===== config.mk =====
export PLATFORM = sky130hd
export DESIGN_NAME = spi_mem_ctrl
export DESIGN_NICKNAME = d
export VERILOG_FILES = /design/src/rtl/spi_mem_ctrl_pkg.sv /design/src/rtl/spi_mem_shifter.sv /design/src/rtl/spi_mem_ctrl.sv
export SDC_FILE = /design/constraint.sdc
export NUM_CORES = 1
export LEC_CHECK = 0
export CORE_AREA = 2 2 131 133
export DETAILED_ROUTE_END_ITERATION = 10
export DIE_AREA = 0 0 133 135
export PLACE_DENSITY_LB_ADDON = 0.08
export SYNTH_ARGS = -nofsm -noshare
export SYNTH_HDL_FRONTEND = slang
export SYNTH_HIERARCHICAL = 1
export SYNTH_SLANG_ARGS = --single-unit

===== constraint.sdc =====
create_clock -name i_clk -period 4.9 [get_ports i_clk]
set_input_delay 1.225 -clock i_clk [delete_from_list [all_inputs] [get_ports i_clk]]
set_output_delay 1.225 -clock i_clk [all_outputs]
set_load 0.05 [all_outputs]

===== src/rtl/spi_mem_ctrl_pkg.sv =====
// Shared constants, state encoding and frame helpers for the SPI memory controller.
package spi_mem_ctrl_pkg;

  localparam logic [7:0] SPI_CMD_READ  = 8'h03;
  localparam logic [7:0] SPI_CMD_WRITE = 8'h02;

  localparam int FRAME_LEN = 64;
  localparam int DATA_LEN  = 32;
  localparam int CNT_W     = $clog2(FRAME_LEN);

  typedef enum logic [1:0] {
    ST_IDLE  = 2'd0,
    ST_SHIFT = 2'd1,
    ST_DONE  = 2'd2,
    ST_GAP   = 2'd3
  } state_t;

  // Data bytes go out least-significant byte first, each byte MSB-first.
  function automatic logic [FRAME_LEN-1:0] build_frame(
    input logic        we,
    input logic [23:0] addr,
    input logic [31:0] wdata
  );
    logic [7:0] cmd;
    cmd = we ? SPI_CMD_WRITE : SPI_CMD_READ;
    return {cmd, addr, wdata[7:0], wdata[15:8], wdata[23:16], wdata[31:24]};
  endfunction

  function automatic logic [31:0] byte_swap32(input logic [31:0] w);
    return {w[7:0], w[15:8], w[23:16], w[31:24]};
  endfunction

endpackage


===== src/rtl/spi_mem_shifter.sv =====
// Frame shift-out register and read-data shift-in register for the SPI memory controller.
module spi_mem_shifter
  import spi_mem_ctrl_pkg::*;
(
  input  logic                 i_clk,
  input  logic                 i_rst,
  input  logic                 i_load,
  input  logic [FRAME_LEN-1:0] i_frame,
  input  logic                 i_shift,
  input  logic                 i_sample,
  input  logic                 i_miso,
  output logic                 o_next_bit,
  output logic [DATA_LEN-1:0]  o_rx_next
);

  logic [FRAME_LEN-1:0] r_tx;
  logic [DATA_LEN-1:0]  r_rx;

  always_ff @(posedge i_clk or posedge i_rst) begin
    if (i_rst) begin
      r_tx <= '0;
      r_rx <= '0;
    end else begin
      if (i_load) begin
        r_tx <= i_frame;
      end else if (i_shift) begin
        r_tx <= {r_tx[FRAME_LEN-2:0], 1'b0};
      end

      if (i_load) begin
        r_rx <= '0;
      end else if (i_sample) begin
        r_rx <= o_rx_next;
      end
    end
  end

  // The controller registers MOSI itself, so it needs the bit that follows the current MSB.
  assign o_next_bit = r_tx[FRAME_LEN-2];
  assign o_rx_next  = {r_rx[DATA_LEN-2:0], i_miso};

endmodule


===== src/rtl/spi_mem_ctrl.sv =====
// Single-lane SPI master: one word request becomes a cmd/addr/data transaction on flash or PSRAM.
//
// state    | meaning
// ST_IDLE  | waiting for a request, both chip selects high
// ST_SHIFT | 64-bit frame on the wire, two clk per bit
// ST_DONE  | one-cycle completion pulse, chip selects released
// ST_GAP   | CS_GAP cycles with both selects high, requests ignored
module spi_mem_ctrl
  import spi_mem_ctrl_pkg::*;
#(
  parameter int CS_GAP = 2
) (
  input  logic        i_clk,
  input  logic        i_rst,
  input  logic [23:0] i_spi_addr,
  input  logic [31:0] i_spi_wdata,
  output logic [31:0] o_spi_rdata,
  input  logic        i_spi_valid,
  output logic        o_spi_ready,
  input  logic        i_spi_we,
  input  logic        i_spi_mem_select,
  output logic        o_spi_sck,
  output logic        o_spi_mosi,
  input  logic        i_spi_miso,
  output logic        o_spi_flash_cs_n,
  output logic        o_spi_ram_cs_n
);

  localparam int GAP_W = (CS_GAP > 1) ? $clog2(CS_GAP) : 1;
  localparam logic [GAP_W-1:0] GAP_LOAD = GAP_W'(CS_GAP - 1);

  state_t             r_state;
  logic [CNT_W-1:0]   r_bit_cnt;
  logic               r_phase;
  logic [GAP_W-1:0]   r_gap_cnt;
  logic               r_we;
  logic               r_ready;
  logic [31:0]        r_rdata;
  logic               r_sck;
  logic               r_mosi;
  logic               r_flash_cs_n;
  logic               r_ram_cs_n;

  logic [FRAME_LEN-1:0] w_frame;
  logic                 w_flash_wr;
  logic                 w_load;
  logic                 w_shift;
  logic                 w_sample;
  logic                 w_last_bit;
  logic                 w_next_bit;
  logic [DATA_LEN-1:0]  w_rx_next;

  assign w_frame    = build_frame(i_spi_we, i_spi_addr, i_spi_wdata);
  assign w_flash_wr = !i_spi_mem_select && i_spi_we;
  assign w_load     = (r_state == ST_IDLE) && i_spi_valid && !w_flash_wr;
  assign w_last_bit = (r_bit_cnt == '0);
  assign w_shift    = (r_state == ST_SHIFT) && r_phase && !w_last_bit;
  // Only the trailing 32 bits carry read data; cmd/addr-time MISO is dropped.
  assign w_sample   = (r_state == ST_SHIFT) && r_phase && !r_we
                      && (r_bit_cnt < CNT_W'(DATA_LEN));

  spi_mem_shifter u_shifter (
    .i_clk      (i_clk),
    .i_rst      (i_rst),
    .i_load     (w_load),
    .i_frame    (w_frame),
    .i_shift    (w_shift),
    .i_sample   (w_sample),
    .i_miso     (i_spi_miso),
    .o_next_bit (w_next_bit),
    .o_rx_next  (w_rx_next)
  );

  always_ff @(posedge i_clk or posedge i_rst) begin
    if (i_rst) begin
      r_state      <= ST_IDLE;
      r_bit_cnt    <= '0;
      r_phase      <= 1'b0;
      r_gap_cnt    <= '0;
      r_we         <= 1'b0;
      r_ready      <= 1'b0;
      r_rdata      <= '0;
      r_sck        <= 1'b0;
      r_mosi       <= 1'b0;
      r_flash_cs_n <= 1'b1;
      r_ram_cs_n   <= 1'b1;
    end else begin
      r_ready <= 1'b0;
      unique case (r_state)
        ST_IDLE: begin
          if (i_spi_valid) begin
            r_we <= i_spi_we;
            if (w_flash_wr) begin
              // Flash is read-only here: complete at once without touching the pads.
              r_rdata <= '0;
              r_ready <= 1'b1;
              r_state <= ST_DONE;
            end else begin
              r_bit_cnt    <= CNT_W'(FRAME_LEN - 1);
              r_phase      <= 1'b0;
              r_sck        <= 1'b0;
              r_mosi       <= w_frame[FRAME_LEN-1];
              r_flash_cs_n <= i_spi_mem_select;
              r_ram_cs_n   <= !i_spi_mem_select;
              r_state      <= ST_SHIFT;
            end
          end
        end
        ST_SHIFT: begin
          if (!r_phase) begin
            r_sck   <= 1'b1;
            r_phase <= 1'b1;
          end else begin
            r_sck   <= 1'b0;
            r_phase <= 1'b0;
            if (w_last_bit) begin
              r_mosi       <= 1'b0;
              r_flash_cs_n <= 1'b1;
              r_ram_cs_n   <= 1'b1;
              r_ready      <= 1'b1;
              r_rdata      <= r_we ? '0 : byte_swap32(w_rx_next);
              r_state      <= ST_DONE;
            end else begin
              r_bit_cnt <= r_bit_cnt - 1'b1;
              r_mosi    <= w_next_bit;
            end
          end
        end
        ST_DONE: begin
          r_gap_cnt <= GAP_LOAD;
          r_state   <= ST_GAP;
        end
        ST_GAP: begin
          if (r_gap_cnt == '0) begin
            r_state <= ST_IDLE;
          end else begin
            r_gap_cnt <= r_gap_cnt - 1'b1;
          end
        end
        default: r_state <= ST_IDLE;
      endcase
    end
  end

  assign o_spi_ready      = r_ready;
  assign o_spi_rdata      = r_rdata;
  assign o_spi_sck        = r_sck;
  assign o_spi_mosi       = r_mosi;
  assign o_spi_flash_cs_n = r_flash_cs_n;
  assign o_spi_ram_cs_n   = r_ram_cs_n;

endmodule


==> reports/results.tsv <==
stage	metric	value	unit
status	result of the run	completed	
placement	HPWL reported at the end of detailed placement	8.13	mm
detailed_routing	wire length per cell after detailed routing	14.1	um
clock_tree	clock buffers created by TritonCTS	17	
final_layout	Final Instance Count excl. Fillers	869	
sta	accumulated negative setup slack	0	ns
setup_path	depth of the worst register-to-register path	7	
sta	setup repair after global routing missed its margin	no	
synth	fraction of synthesis flops using an asynchronous set or reset pin	1.00	
detailed_routing	DR pass1 iterations	4	
synth	cell type with the largest total area after synthesis	sky130_fd_sc_hd__dfrtp_1	
floorplan	Die H	135	um
floorplan	number of placement rows	47	
setup_path	largest driver fanout on the critical path	27	
sta	final setup fails	0	
setup_path	Reg2Reg Capture Point	u_shifter/r_tx[16]	
setup_path	CP Class	reg -> reg	
detailed_routing	iteration-0 DRC count of the detailed router	146	
grt	Global Route Usage Sum	0.148	
flow_run	max_cap viols	0	
hold_path	number of stages on the worst hold path	1	
grt	wire length of the first global-routing pass	21.1	mm
detailed_routing	Vias	4213	
detailed_routing	wire length after detailed routing	12.2	mm
grt	vias in the first global route	4274	
hold_path	min-delay worst type	reg -> reg	
detailed_routing	vias per cell	4.85	
grt	antenna violations before repair	0	
floorplan	core area	16400	um^2
final_layout	number of antenna diodes	0	
placement	IO buf count	98	
clock_tree	post_cts resized	0	
final_layout	relative area change from synthesis to final layout	26.4	%
detailed_routing	final routed DRC violation total	0	
placement	routability congestion estimate from global placement	0.816	
synth	Area contributors post-synth	sky130_fd_sc_hd__dfrtp_1 (55%), sky130_fd_sc_hd__mux2i_1 (15%), sky130_fd_sc_hd__o21ai_1 (4.8%)	
synth	gate count after technology mapping	546	
sta	number of failing hold endpoints at the final stage	0	
setup_path	worst endpoint required time	5.18	ns
clock_tree	TritonCTS clock tree	built	
final_layout	net count of the finished layout	706	
sta	Hold WS	0.495	ns
floorplan	IO Count	99	
setup_path	Worst Setup End Kind	flip-flop	
clock_tree	Worst-Skew Late Latency	0.42	ns
synth	proportion of netlist area held by the largest area contributor	0.552	
placement	placed insts	838	
sta	max-slew violations	0	
placement	placed standard-cell area	7360	um^2
floorplan	Initial Utilization	0.384	
clock_tree	clock sink count	141	
sta	Relative slew margins	0.327	
synth	EDFF count, synth	0	
grt	largest net degree at the start of global routing	67	
synth	netlist area before placement	6300	um^2
sta	Tmin final	3.13	ns
clock_tree	CTS H-tree lvls	4	
clock_tree	post-CTS setup buffer count	0	
setup_path	origin of the critical flop-to-flop path	r_state[1]	
clock_tree	clock tree root buffer cell	sky130_fd_sc_hd__clkbuf_16	
final_layout	post-route cell area	7970	um^2
setup_path	Startpoint Class	flip-flop	
synth	Synth Area per Inst	11.5	um^2
hold_path	Hold Crit Start	u_shifter/r_rx[30]	
hold_path	end point of the most critical hold path	o_spi_rdata[7]	
sta	Period Utilization, post-route	0.639	
grt	remaining global-route overflow	0	
synth	post-synth cell types	41	
setup_path	Reg2Reg Setup Slack	1.77	ns
power	ratio of total power to cell area	519	nW/um^2
power	IR Drop Worst-Case VDD	262	uV
synth	count of warnings emitted by yosys	6	
setup_path	data arrival time of the critical path	3.42	ns
synth	FF+latch count, synth	141	
synth	top flip-flop cell by instance count after synthesis	sky130_fd_sc_hd__dfrtp_1	
clock_tree	number of hold-repair buffers added at the cts stage	0	
synth	most instantiated library cell after synthesis	sky130_fd_sc_hd__dfrtp_1	
synth	sequential share of the synthesized area	0.560	
power	total power consumption of the routed design	4.13	mW
sta	slew at the pin closest to its max-slew limit	1.01	ns
synth	Synth top cells by count	sky130_fd_sc_hd__dfrtp_1 (139), sky130_fd_sc_hd__mux2i_1 (96), sky130_fd_sc_hd__nand2_1 (69), sky130_fd_sc_hd__o21ai_1 (60), sky130_fd_sc_hd__nor2_1 (41)	
clock_tree	post-CTS clock slew at the launch and capture registers of the worst setup and hold paths	0.06	ns
power	Leak	3.32	nW
floorplan	total die area	18000	um^2
final_layout	layout cells sized above 1	0.0755	
floorplan	Chip Width	133	um
sta	worst clock skew	0.00729	ns
clock_tree	largest buffer count on any clock path	2	
sta	Max Fclk	319	MHz
final_layout	count of fill cells added during filler insertion	1507	
detailed_routing	remaining antenna violation count	0	
how the worst max path moves through the flow:
stage,start,endpoint,cells after the start
final,r_state[1],u_shifter/r_tx[16],7
after global routing,r_state[1],u_shifter/r_tx[16],7
after CTS,r_state[1],u_shifter/r_tx[14],7
after detailed placement,i_spi_valid,u_shifter/r_tx[42],6
after global placement,i_spi_mem_select,o_spi_rdata[19],5
after floorplan,i_rst,u_shifter/r_rx[0],1
worst max-delay path, cell delays in order (launching register included):
cell	delay, ns
sky130_fd_sc_hd__dfrtp_1	0.39
sky130_fd_sc_hd__inv_1	0.13
sky130_fd_sc_hd__ha_1	0.53
sky130_fd_sc_hd__nand2_1	0.33
sky130_fd_sc_hd__nor2_4	0.81
sky130_fd_sc_hd__buf_4	0.45
sky130_fd_sc_hd__mux2i_1	0.24
sky130_fd_sc_hd__o21ai_1	0.09
stage by stage:
| stage | utilization | setup slack (ns) |
|---|---|---|
| after global placement | 0.448 | 1.74 |
| after global routing | 0.485 | 1.42 |
| final | 0.485 | 1.77 |
| after floorplan | - | 1.23 |
| after CTS | 0.485 | 1.75 |
| after detailed placement | 0.448 | 1.70 |
registers in the layout (all words and copies together) (netlist names):
signal            count
u_shifter/r_tx       63
o_spi_rdata          32
u_shifter/r_rx       31
r_bit_cnt             6
r_state               2
o_spi_flash_cs_n      1
o_spi_mosi            1
o_spi_ram_cs_n        1
o_spi_ready           1
o_spi_sck             1
r_gap_cnt             1
r_we                  1
cell families (layout without fill, tap and decap cells):
| family | after synthesis | after routing | synth area share |
|---|---|---|---|
| AO/OA/AOI/OAI | 123 | 123 | 0.127 |
| XOR/XNOR | 1 | 1 | 0.00139 |
| adder cells (fa/ha/maj) | 7 | 7 | 0.0139 |
| buffers and inverters | 49 | 148 | 0.0578 |
| flip-flops | 141 | 141 | 0.560 |
| multiplexers | 97 | 97 | 0.154 |
| other | 2 | 6 | 0.00119 |
| AND/OR/NAND/NOR | 126 | 126 | 0.0842 |
metal layers:
| layer | wire [um] | up-vias | global-route usage | part of all wire |
|---|---|---|---|---|
| met4 | 172 | 0 | 0.0609 | 0.014 |
| met3 | 460 | 13 | 0.0364 | 0.038 |
| li1 | - | 2103 | - | - |
| met5 | 0 | - | 0 | 0 |
| met2 | 5760 | 92 | 0.240 | 0.47 |
| met1 | 5830 | 2005 | 0.191 | 0.48 |
cell type report:
type	instances	area (um^2)	share of cell area
Clock inverter	10	139	0.0174
Timing Repair Buffer	106	1070	0.134
Sequential cell	141	3530	0.443
Inverter	11	43.8	0.00550
Clock buffer	21	470	0.0591
Tap cell	220	275	0.0346
Multi-Input combinational cell	360	2440	0.306
power by group:
group	internal [mW]	switching (mW)
clock	0.836	0.474
combinational	0.506	0.667
sequential	1.48	0.169
layout by cell type, fill, tap and decap left out, types with 3 or more instances in the layout:
master                            synthesis  layout
sky130_fd_sc_hd__dfrtp_1                139     139
sky130_fd_sc_hd__clkbuf_16                0      17
sky130_fd_sc_hd__a2bb2oi_1                3       3
sky130_fd_sc_hd__mux2i_1                 96      96
sky130_fd_sc_hd__clkbuf_8                 0       3
sky130_fd_sc_hd__o21ai_1                 60      60
sky130_fd_sc_hd__buf_4                    1       6
sky130_fd_sc_hd__conb_1                   2       6
sky130_fd_sc_hd__clkdlybuf4s50_1          0      98
sky130_fd_sc_hd__a211oi_1                 3       3
sky130_fd_sc_hd__nand2_1                 69      69
sky130_fd_sc_hd__clkinvlp_4               0       4
sky130_fd_sc_hd__ha_1                     7       7
sky130_fd_sc_hd__nor2_1                  41      39
sky130_fd_sc_hd__nand3_1                  4       4
sky130_fd_sc_hd__a22o_1                  32      32
sky130_fd_sc_hd__inv_1                   11       9
sky130_fd_sc_hd__bufinv_16                0       3
sky130_fd_sc_hd__o21ai_0                 11      11
Power figures use the tool's default switching activity.
